**config.mk**
```make
export PLATFORM = sky130hd
export DESIGN_NAME = uart_hex_loader
export DESIGN_NICKNAME = d
export VERILOG_FILES = /design/src/rtl/uart_pkg.sv /design/src/rtl/uart_rx.sv /design/src/rtl/uart_hex_loader.sv
export SDC_FILE = /design/constraint.sdc
export NUM_CORES = 1
export LEC_CHECK = 0
export ABC_AREA = 1
export BUFFER_PORTS_ARGS = -buffer_cell sky130_fd_sc_hd__buf_2
export CAP_MARGIN = 20
export CORE_MARGIN = 5
export CORE_UTILIZATION = 59
export CTS_CLUSTER_SIZE = 10
export DETAILED_ROUTE_END_ITERATION = 8
export PLACE_DENSITY = 0.83
export SLEW_MARGIN = 20
export SYNTH_ARGS = -nofsm -noshare
export SYNTH_HDL_FRONTEND = slang
export SYNTH_SLANG_ARGS = --single-unit
```
**constraint.sdc**
```tcl
create_clock -name clk -period 2.19 [get_ports clk]
set_clock_uncertainty 0.05 [all_clocks]
set_input_delay 0.438 -clock clk [delete_from_list [all_inputs] [get_ports clk]]
set_output_delay 0.438 -clock clk [all_outputs]
set_load 0.005 [all_outputs]
```
**src/rtl/uart_pkg.sv**
```systemverilog
// Shared constants and helpers for the UART receive path and hex-line loader.
package uart_pkg;

    // Line terminators accepted by the loader.
    localparam logic [7:0] CR = 8'h0D;
    localparam logic [7:0] LF = 8'h0A;

    // Receiver FSM encodings.
    localparam logic [1:0] RX_IDLE  = 2'd0;
    localparam logic [1:0] RX_START = 2'd1;
    localparam logic [1:0] RX_DATA  = 2'd2;
    localparam logic [1:0] RX_STOP  = 2'd3;

    // Line parser FSM encodings.
    localparam logic [1:0] PS_HEX      = 2'd0;
    localparam logic [1:0] PS_WAIT_EOL = 2'd1;
    localparam logic [1:0] PS_SKIP     = 2'd2;

    // Clocks per bit period; integer division, result must be >= 4.
    function automatic int clks_per_bit(input int clk_freq, input int baud);
        return clk_freq / baud;
    endfunction

    // ASCII hex digit decode: {valid, nibble}.
    function automatic logic [4:0] hex_val(input logic [7:0] c);
        logic [7:0] t;
        t = 8'h00;
        if (c >= 8'h30 && c <= 8'h39) begin
            t = c - 8'h30;
            return {1'b1, t[3:0]};
        end else if (c >= 8'h41 && c <= 8'h46) begin
            t = c - 8'h37;
            return {1'b1, t[3:0]};
        end else if (c >= 8'h61 && c <= 8'h66) begin
            t = c - 8'h57;
            return {1'b1, t[3:0]};
        end
        return 5'b0_0000;
    endfunction

endpackage

```
**src/rtl/uart_rx.sv**
```systemverilog
// 8N1 UART receiver: 2-flop synchronizer, mid-bit sampling, glitch rejection
// on the start bit and framing-error reporting on a low stop bit.
module uart_rx
    import uart_pkg::*;
#(
    parameter int CLKS_PER_BIT = 868
) (
    input  logic       clk,
    input  logic       rst,
    input  logic       rx,
    output logic [7:0] data,
    output logic       valid,
    output logic       frame_err,
    output logic [1:0] state
);

    localparam int CNT_W = $clog2(CLKS_PER_BIT);
    localparam logic [CNT_W-1:0] HALF_M1 = CNT_W'(CLKS_PER_BIT / 2 - 1);
    localparam logic [CNT_W-1:0] FULL_M1 = CNT_W'(CLKS_PER_BIT - 1);

    logic             rx_meta_q, rx_sync_q;
    logic [1:0]       state_q, state_d;
    logic [CNT_W-1:0] cnt_q, cnt_d;
    logic [2:0]       bit_q, bit_d;
    logic [7:0]       shreg_q, shreg_d;
    logic [7:0]       data_q, data_d;
    logic             valid_q, valid_d;
    logic             ferr_q, ferr_d;

    // Bring the asynchronous line into the clock domain; idles high.
    always_ff @(posedge clk) begin
        if (rst) begin
            rx_meta_q <= 1'b1;
            rx_sync_q <= 1'b1;
        end else begin
            rx_meta_q <= rx;
            rx_sync_q <= rx_meta_q;
        end
    end

    // Next-state logic: start-bit qualify at half period, then full-period samples.
    always_comb begin
        state_d = state_q;
        cnt_d   = cnt_q;
        bit_d   = bit_q;
        shreg_d = shreg_q;
        data_d  = data_q;
        valid_d = 1'b0;
        ferr_d  = 1'b0;
        case (state_q)
            RX_IDLE: begin
                cnt_d = '0;
                if (!rx_sync_q) state_d = RX_START;
            end
            RX_START: begin
                if (cnt_q == HALF_M1) begin
                    cnt_d = '0;
                    bit_d = 3'd0;
                    // A line that is high again mid start bit was only a glitch.
                    state_d = rx_sync_q ? RX_IDLE : RX_DATA;
                end else begin
                    cnt_d = cnt_q + CNT_W'(1);
                end
            end
            RX_DATA: begin
                if (cnt_q == FULL_M1) begin
                    cnt_d   = '0;
                    shreg_d = {rx_sync_q, shreg_q[7:1]};
                    if (bit_q == 3'd7) state_d = RX_STOP;
                    else               bit_d   = bit_q + 3'd1;
                end else begin
                    cnt_d = cnt_q + CNT_W'(1);
                end
            end
            RX_STOP: begin
                if (cnt_q == FULL_M1) begin
                    cnt_d   = '0;
                    state_d = RX_IDLE;
                    if (rx_sync_q) begin
                        valid_d = 1'b1;
                        data_d  = shreg_q;
                    end else begin
                        ferr_d = 1'b1;
                    end
                end else begin
                    cnt_d = cnt_q + CNT_W'(1);
                end
            end
            default: state_d = RX_IDLE;
        endcase
    end

    // Receiver state registers.
    always_ff @(posedge clk) begin
        if (rst) begin
            state_q <= RX_IDLE;
            cnt_q   <= '0;
            bit_q   <= 3'd0;
            shreg_q <= 8'h00;
            data_q  <= 8'h00;
            valid_q <= 1'b0;
            ferr_q  <= 1'b0;
        end else begin
            state_q <= state_d;
            cnt_q   <= cnt_d;
            bit_q   <= bit_d;
            shreg_q <= shreg_d;
            data_q  <= data_d;
            valid_q <= valid_d;
            ferr_q  <= ferr_d;
        end
    end

    assign data      = data_q;
    assign valid     = valid_q;
    assign frame_err = ferr_q;
    assign state     = state_q;

endmodule

```
**src/rtl/uart_hex_loader.sv**
```systemverilog
// Parses "XXXXXXXX" + CR/LF lines from the UART into 32-bit word writes at
// an auto-incrementing byte address. Bytes arrive as one-cycle valid pulses;
// wr_en and err are one-cycle pulses and never coincide.
module uart_hex_loader
    import uart_pkg::*;
#(
    parameter int CLK_FREQ     = 100_000_000,
    parameter int BAUD         = 115_200,
    parameter int CLKS_PER_BIT = clks_per_bit(CLK_FREQ, BAUD),
    parameter int ADDR_STEP    = 4
) (
    input  logic        clk,
    input  logic        rst,
    input  logic        rx,
    output logic        wr_en,
    output logic [31:0] wr_addr,
    output logic [31:0] wr_data,
    output logic        err,
    output logic        rx_busy
);

    logic [7:0] rx_data;
    logic       rx_valid;
    logic       rx_ferr;
    logic [1:0] rx_state;

    uart_rx #(
        .CLKS_PER_BIT(CLKS_PER_BIT)
    ) u_rx (
        .clk      (clk),
        .rst      (rst),
        .rx       (rx),
        .data     (rx_data),
        .valid    (rx_valid),
        .frame_err(rx_ferr),
        .state    (rx_state)
    );

    assign rx_busy = (rx_state != RX_IDLE);

    logic [1:0]  ps_q, ps_d;
    logic [3:0]  cnt_q, cnt_d;
    logic [31:0] acc_q, acc_d;
    logic [31:0] addr_q, addr_d;
    logic        wr_en_q, wr_en_d;
    logic [31:0] wr_addr_q, wr_addr_d;
    logic [31:0] wr_data_q, wr_data_d;
    logic        err_q, err_d;
    logic [4:0]  hv;
    logic        is_eol;

    // Line parser: accumulate eight digits, commit on terminator, resync on junk.
    always_comb begin
        hv        = hex_val(rx_data);
        is_eol    = (rx_data == CR) || (rx_data == LF);
        ps_d      = ps_q;
        cnt_d     = cnt_q;
        acc_d     = acc_q;
        addr_d    = addr_q;
        wr_en_d   = 1'b0;
        wr_addr_d = wr_addr_q;
        wr_data_d = wr_data_q;
        // A framing error yields no byte, so it cannot collide with a parser event.
        err_d     = rx_ferr;
        if (rx_valid) begin
            case (ps_q)
                PS_HEX: begin
                    if (hv[4]) begin
                        acc_d = {acc_q[27:0], hv[3:0]};
                        cnt_d = cnt_q + 4'd1;
                        if (cnt_q == 4'd7) ps_d = PS_WAIT_EOL;
                    end else if (is_eol) begin
                        // Empty lines and the second half of CRLF are silent.
                        if (cnt_q != 4'd0) begin
                            err_d = 1'b1;
                            cnt_d = 4'd0;
                        end
                    end else begin
                        err_d = 1'b1;
                        ps_d  = PS_SKIP;
                    end
                end
                PS_WAIT_EOL: begin
                    if (is_eol) begin
                        wr_en_d   = 1'b1;
                        wr_data_d = acc_q;
                        wr_addr_d = addr_q;
                        addr_d    = addr_q + 32'(ADDR_STEP);
                        cnt_d     = 4'd0;
                        ps_d      = PS_HEX;
                    end else begin
                        err_d = 1'b1;
                        ps_d  = PS_SKIP;
                    end
                end
                PS_SKIP: begin
                    if (is_eol) begin
                        cnt_d = 4'd0;
                        ps_d  = PS_HEX;
                    end
                end
                default: ps_d = PS_HEX;
            endcase
        end
    end

    // Parser and output registers.
    always_ff @(posedge clk) begin
        if (rst) begin
            ps_q      <= PS_HEX;
            cnt_q     <= 4'd0;
            acc_q     <= 32'h0;
            addr_q    <= 32'h0;
            wr_en_q   <= 1'b0;
            wr_addr_q <= 32'h0;
            wr_data_q <= 32'h0;
            err_q     <= 1'b0;
        end else begin
            ps_q      <= ps_d;
            cnt_q     <= cnt_d;
            acc_q     <= acc_d;
            addr_q    <= addr_d;
            wr_en_q   <= wr_en_d;
            wr_addr_q <= wr_addr_d;
            wr_data_q <= wr_data_d;
            err_q     <= err_d;
        end
    end

    assign wr_en   = wr_en_q;
    assign wr_addr = wr_addr_q;
    assign wr_data = wr_data_q;
    assign err     = err_q;

endmodule

```
Yosys cells after proc, flatten, opt, wreduce, memory -nomap -nowiden:

Index checks and enable logic that the tools add are counted.

* add/subtract/negate cells: 7
* magnitude comparators: 6
* equal/unequal tests: 23
* muxes and demuxes: 41
* bitwise operators: 4
* reduce and logical (&&, ||, !) cells: 22

Operators by type and width (number)
* adder 32 x 3 -> 32 bit, second input constant: 1
* one-hot mux 10 bit (3 select lines): 1
* two-way mux 2 bit: 11
* two-way mux 10 bit: 2
* two-way mux 5 bit: 4
* == test 8 x 4 -> 1 bit, second input constant: 2
* greater-or-equal comparator 8 x 7 -> 1 bit, second input constant: 2
* <= comparator 8 x 7 -> 1 bit, second input constant: 2
* two-way mux 4 bit: 4
* inequality test 3 bit, second input constant: 4
* two-way mux 1 bit: 11
* adder 10 x 1 -> 10 bit, second input constant: 1
* == test 10 bit, second input constant: 1
* == test 10 x 9 -> 1 bit, second input constant: 1
* inequality test 2 x 1 -> 1 bit, second input constant: 5
* AND reduction 5 bit: 2
* two-way mux 3 bit: 3
* AND reduction 3 bit: 3
* greater-or-equal comparator 8 x 6 -> 1 bit, second input constant: 1
* <= comparator 8 x 6 -> 1 bit, second input constant: 1
* one-hot mux 2 bit (4 select lines): 1
* one-hot mux 4 bit (2 select lines): 1
* AND reduction 4 bit: 2
* subtractor 4 x 3 -> 4 bit, second input constant: 2
* other kinds (20): 35

* register bits: 171
* input port bits: 3
* logic and storage cells: 120

Depth between registers and ports, before layout:

* word-level depth: 9
* gate-level depth with buffers: 13

Hierarchy:

Synthesis repeated with hierarchy kept, for this count alone.

* cells, all modules: 978
* area total of the unflattened synthesis: 7252.0 um^2

Modules (own cells, without submodules)
* uart_hex_loader: times used 1, cells each 799, area each 5739.3 um^2, seq. area each 2642.5 um^2
* uart_rx: times used 1, cells each 179, area each 1512.7 um^2, seq. area each 700.7 um^2

Worst setup path before layout:

No wires, ideal clock.

* path kind: register -> register
* start point: register u_rx.data_q[0], in the netlist u_rx.data[0]
* end point: register acc_q[1]
* library setup time: 116 ps
* arrival time: 1547 ps
* required time: 2024 ps
* path slack: 477 ps
* cell stages (with the launch flop): 13
* path through: dfxtp_1 -> inv_1 -> ha_1 -> inv_1 -> nand3_1 -> nand2_1 -> a21oi_2 -> nand2_2 -> nor2_1 -> nand2_1 -> buf_4 -> nor2_1 -> nor2_1

* longest elaborated chain between the ends: 7
* elaborated cells between the ends (all ways): 20
* those cells by class: add/sub (3); order compare (6); mux (7); reduce/logical (4)

Ends and longest elaborated chain
* start: declaration: line uart_rx.sv:26 `logic [7:0] data_q, data_d;`
* start signal: assignment: line uart_rx.sv:108 `data_q <= data_d;`
* greater-or-equal comparator 8 x 7 -> 1 bit or <= comparator 8 x 7 -> 1 bit (tied branches): line uart_pkg.sv:34 `end else if (c >= 8'h61 && c <= 8'h66) begin`
* logical AND 1 bit: line uart_pkg.sv:34
* two-way mux 1 bit: line uart_pkg.sv:34
* two-way mux 1 bit: line uart_pkg.sv:31 `end else if (c >= 8'h41 && c <= 8'h46) begin`
* two-way mux 1 bit: line uart_pkg.sv:28 `if (c >= 8'h30 && c <= 8'h39) begin`
* two-way mux 5 bit (*): line uart_pkg.sv:38 `return 5'b0_0000;`
* AND reduction 3 bit (no source line)
* end signal: assignment: line uart_hex_loader.sv:112 `acc_q <= 32'h0;`
* end signal: assignment: line uart_hex_loader.sv:121 `acc_q <= acc_d;`
* end: declaration: line uart_hex_loader.sv:43 `logic [31:0] acc_q, acc_d;`

Every way passes the cells marked *; elsewhere a longest branch is shown, timed or not. The select of a mux whose other input is x is not followed.
A chain may end at the register's enable or synchronous reset.

Worst setup path in the final report:

* start point: register u_rx.data_q[0], in the netlist u_rx.data[0]
* end point: register acc_q[28]

* longest elaborated chain between the ends: 7
* elaborated cells between the ends (all ways): 16
* those cells by class: order compare (6); mux (6); reduce/logical (4)

Ends and longest elaborated chain (line)
* greater-or-equal comparator 8 x 7 -> 1 bit or <= comparator 8 x 7 -> 1 bit (tied branches): uart_pkg.sv:34
* logical AND 1 bit: uart_pkg.sv:34
* two-way mux 1 bit: uart_pkg.sv:34
* two-way mux 1 bit: uart_pkg.sv:31
* two-way mux 1 bit: uart_pkg.sv:28
* two-way mux 5 bit (*): uart_pkg.sv:38
* AND reduction 3 bit (no source line) (*)

Every way passes the cells marked *; elsewhere a longest branch is shown, timed or not.

==> metrics.csv <==
stage,metric,value,unit
synth,Synth Instances,969,
worst_setup_path,worst-path cell chain,"inv_1, ha_1, inv_1, nand3_1, nand2_1, a21oi_2, nand2_2, nor2_1, nand2_1, buf_6, nand2_1, a21oi_1",
floorplan,die area,0.01436,sq mm
routing,final WL,15390,um
worst_setup_path,worst-path fanout max,32,
timing,Final Hold Fails,0,
worst_setup_path,Worst path max stage delay,0.43,ns
floorplan,die width,119.8,um
synth,post-synthesis sequential area ratio,0.4698,
placed_design,DPL Wire Length,10500,um
flow_run,maxcap violations,0,
worst_setup_path,Reg2Reg Setup Slack,0.21,ns
worst_setup_path,Worst path top cell family by delay,simple AND/OR/NAND/NOR gates,
global_routing,met2 Usage GRT,0.3535,
global_routing,met3 Use GR,0.05137,
global_routing,gr ovfl total,0,
pwr,Max IR drop VDD,0.4748,mV
worst_setup_path,Critical Path End Type,register,
clock_network,Clock Tree Buf Depth,2,
worst_setup_path,worst path bufs/invs,3,
clock_network,H-tree levels,4,
hold_path,class of the worst hold path,input pin to register,
timing,Final Max Slew Viols,0,
synth,Synth Warn #,0,
global_routing,first-pass GRT wire length,26620,um
global_routing,vias in the first global route,5801,
routing,DRC marker count from the first detailed-route iteration,601,
global_routing,All-Layer GR Usage,0.2239,
synth,synth unique cells,40,
synth,synthesized area per cell,7.343,sq um
global_routing,M1 GR Usage,0.3010,
global_routing,gr busiest metal,met2,
worst_setup_path,WP data arrival,2.27,ns
cells_and_area,Post-layout nets,1047,
worst_setup_path,CP dominant cell by count,nand2_1,
placed_design,GPL Wtd Cong,0.9061,
routing,drt drc,0,
timing,final setup margin,0.2133,ns
clock_network,"Reg clk slew, reported paths",0.06,ns
global_routing,initial antenna violation count,0,
synth,#FFs+latches synth,167,
timing,Final min period,1.977,ns
clock_network,Root Buffer,clkbuf_16,
placed_design,PortBufs,67,
clock_network,setup bufs post-CTS,0,
floorplan,Initial Utilization,0.5974,
routing,Via Count,6279,
timing,setup violators final,0,
clock_network,CTS tree,built,
floorplan,# IOs,70,
timing,RSZ-0062 raised after global routing,no,
floorplan,# rows,40,
routing,Via density,5.276,
worst_setup_path,worst setup path category,register to register,
clock_network,"Clk Latency, worst-skew pair",0.43,ns
routing,Initial DRT Pass Iterations,5,
timing,Final Cycle Share,0.9026,
pwr,Pleak,3.511,nW
cells_and_area,"most common cell after layout, fill and taps aside",nand2_1,
global_routing,largest net degree at the start of global routing,51,
floorplan,die height,119.8,um
cells_and_area,"commonest non-fill, non-tap cells in the layout","191 x nand2_1, 176 x nor2_1, 167 x dfxtp_1",
clock_network,clk sinks,167,
floorplan,Core Area,0.01191,sq mm
clock_network,total clock buffers created by CTS,17,
worst_setup_path,slowest cell on the critical path,dfxtp_1,
worst_setup_path,Worst EP required,2.49,ns
timing,Post-Route Setup TNS,0,ns
timing,fmax,505.9,MHz
cells_and_area,"Area growth, synth to finish",15.84,%
cells_and_area,layout cells sized above 1,0.1333,
worst_setup_path,CP startpoint kind,register,
outcome,status,"complete, no violations",
timing,Slew Limit Headroom,0.6415,
pwr,power per cell area,789.2,mW/mm^2
placed_design,dpl ws,0.2187,ns
synth,mapped cell area,0.007116,sq mm
routing,Avg WL per Cell,12.93,um
timing,Slew @ Worst Pin,0.5357,ns
routing,number of routed nets with antenna violations,0,
cells_and_area,n_diodes,0,
## cell usage after synthesis
cell      instances  area share
a31oi_1           2      0.0018
clkinv_1          2      0.0011
buf_1             1     0.00053
o21ai_1           3      0.0021
conb_1            1     0.00053
nor3_2            1      0.0014
buf_2            11      0.0077
a21oi_1          97       0.068
nand3b_1          2      0.0021
nand2_1         191        0.10
nand3_1          22       0.015
nand3_2           1      0.0014
clkbuf_1         21       0.011
nor2_4            2      0.0032
o31ai_1           1      0.0011
inv_2             4      0.0021
o21ai_0          94       0.066
and2_1            2      0.0018
xnor2_1           4      0.0049
xor2_1           16       0.020
dfxtp_1         167        0.47
nand4_1          12       0.011
or2_1             1     0.00088
nor3_4            1      0.0023
a21oi_2           1      0.0012
nor3_1           24       0.017
o22ai_1           1     0.00088
nand2_4           3      0.0047
or2_2             2      0.0018
inv_1            70       0.037
nor3b_1           1      0.0011
nor4_2            1      0.0018
nor2_1          176       0.093
nand2_2           2      0.0018
o21ai_2           1      0.0012
buf_4             8      0.0084
buf_6             3      0.0047
ha_1             14       0.025
nor2_2            2      0.0018
nor2_8            1      0.0028
## flip-flops by register name (all words and copies together) (netlist names), 3 cells and up, named ones only
register,cells
cnt_q,4
wr_data,32
addr_q,30
wr_addr,30
u_rx.cnt_q,10
acc_q,32
u_rx.data,8
u_rx.bit_q,3
u_rx.shreg_q,8
## power by group
group / leakage, nW / internal (mW) / switching (mW)
sequential: 1.35 / 3.05 / 0.0123
combinational: 1.85 / 0.0384 / 0.0852
clock: 0.316 / 2.07 / 1.25
## cell families (layout without fill, tap and decap cells)
logic type	count (synthesis)	count (layout)	synth area share
compound gates	200	200	0.1426
xor+xnor	20	20	0.02462
fa+ha+maj	14	14	0.02462
buf+inv	120	193	0.07262
flops	167	167	0.4698
other cells	1	2	0.0005270
simple gates	447	447	0.2652
## worst paths after layout
kind | depth (start not counted) | endpoint | startpoint
worst max-delay path | 12 | acc_q[28] | u_rx.data[0]
worst min-delay path | 2 | u_rx.rx_meta_q | rx
worst max register to register | 12 | acc_q[28] | u_rx.data[0]
worst min register to register | 1 | u_rx.rx_sync_q | u_rx.rx_meta_q
## per-stage QoR
step / utilization / hold WS (ns) / power [mW] / cells / area (sq um)
detailed placement: 0.6363 / 0.3610 / 3.254 / 1158 / 7580
finish: 0.6920 / 0.1429 / 6.505 / 1190 / 8243
global route: 0.6920 / 0.1566 / 6.709 / 1190 / 8243
floorplan: - / 0.3395 / 3.221 / 970 / 7119
global placement: 0.6363 / 0.3435 / 3.252 / 1158 / 7580
CTS: 0.6917 / 0.1337 / 6.541 / 1190 / 8239
## timing repair
| item | 4_1_cts | 5_1_grt |
|---|---|---|
| endpoints found under the hold margin | 0 | 0 |
| setup endpoints to repair | 0 | 18 |
| gates resized for setup | 0 | 1 |
| hold buffers | 0 | 0 |
## cell type report
class / count / area, sq um
Clock inverter: 13 / 216.5
Tap cell: 147 / 183.9
Clock buffer: 19 / 442.9
Inverter: 76 / 285.3
Sequential cell: 167 / 3343
Timing Repair Buffer: 85 / 511.7
Fill cell: 972 / 3669
Multi-Input combinational cell: 683 / 3259
## per-layer routing
metal | vias to the layer above | routed length (um)
li1 | 3241 | -
met1 | 2845 | 7185
met2 | 167 | 7160
met3 | 26 | 739
met4 | 0 | 301
met5 | - | 0
Note: power is estimated with default switching activity, not from simulation.
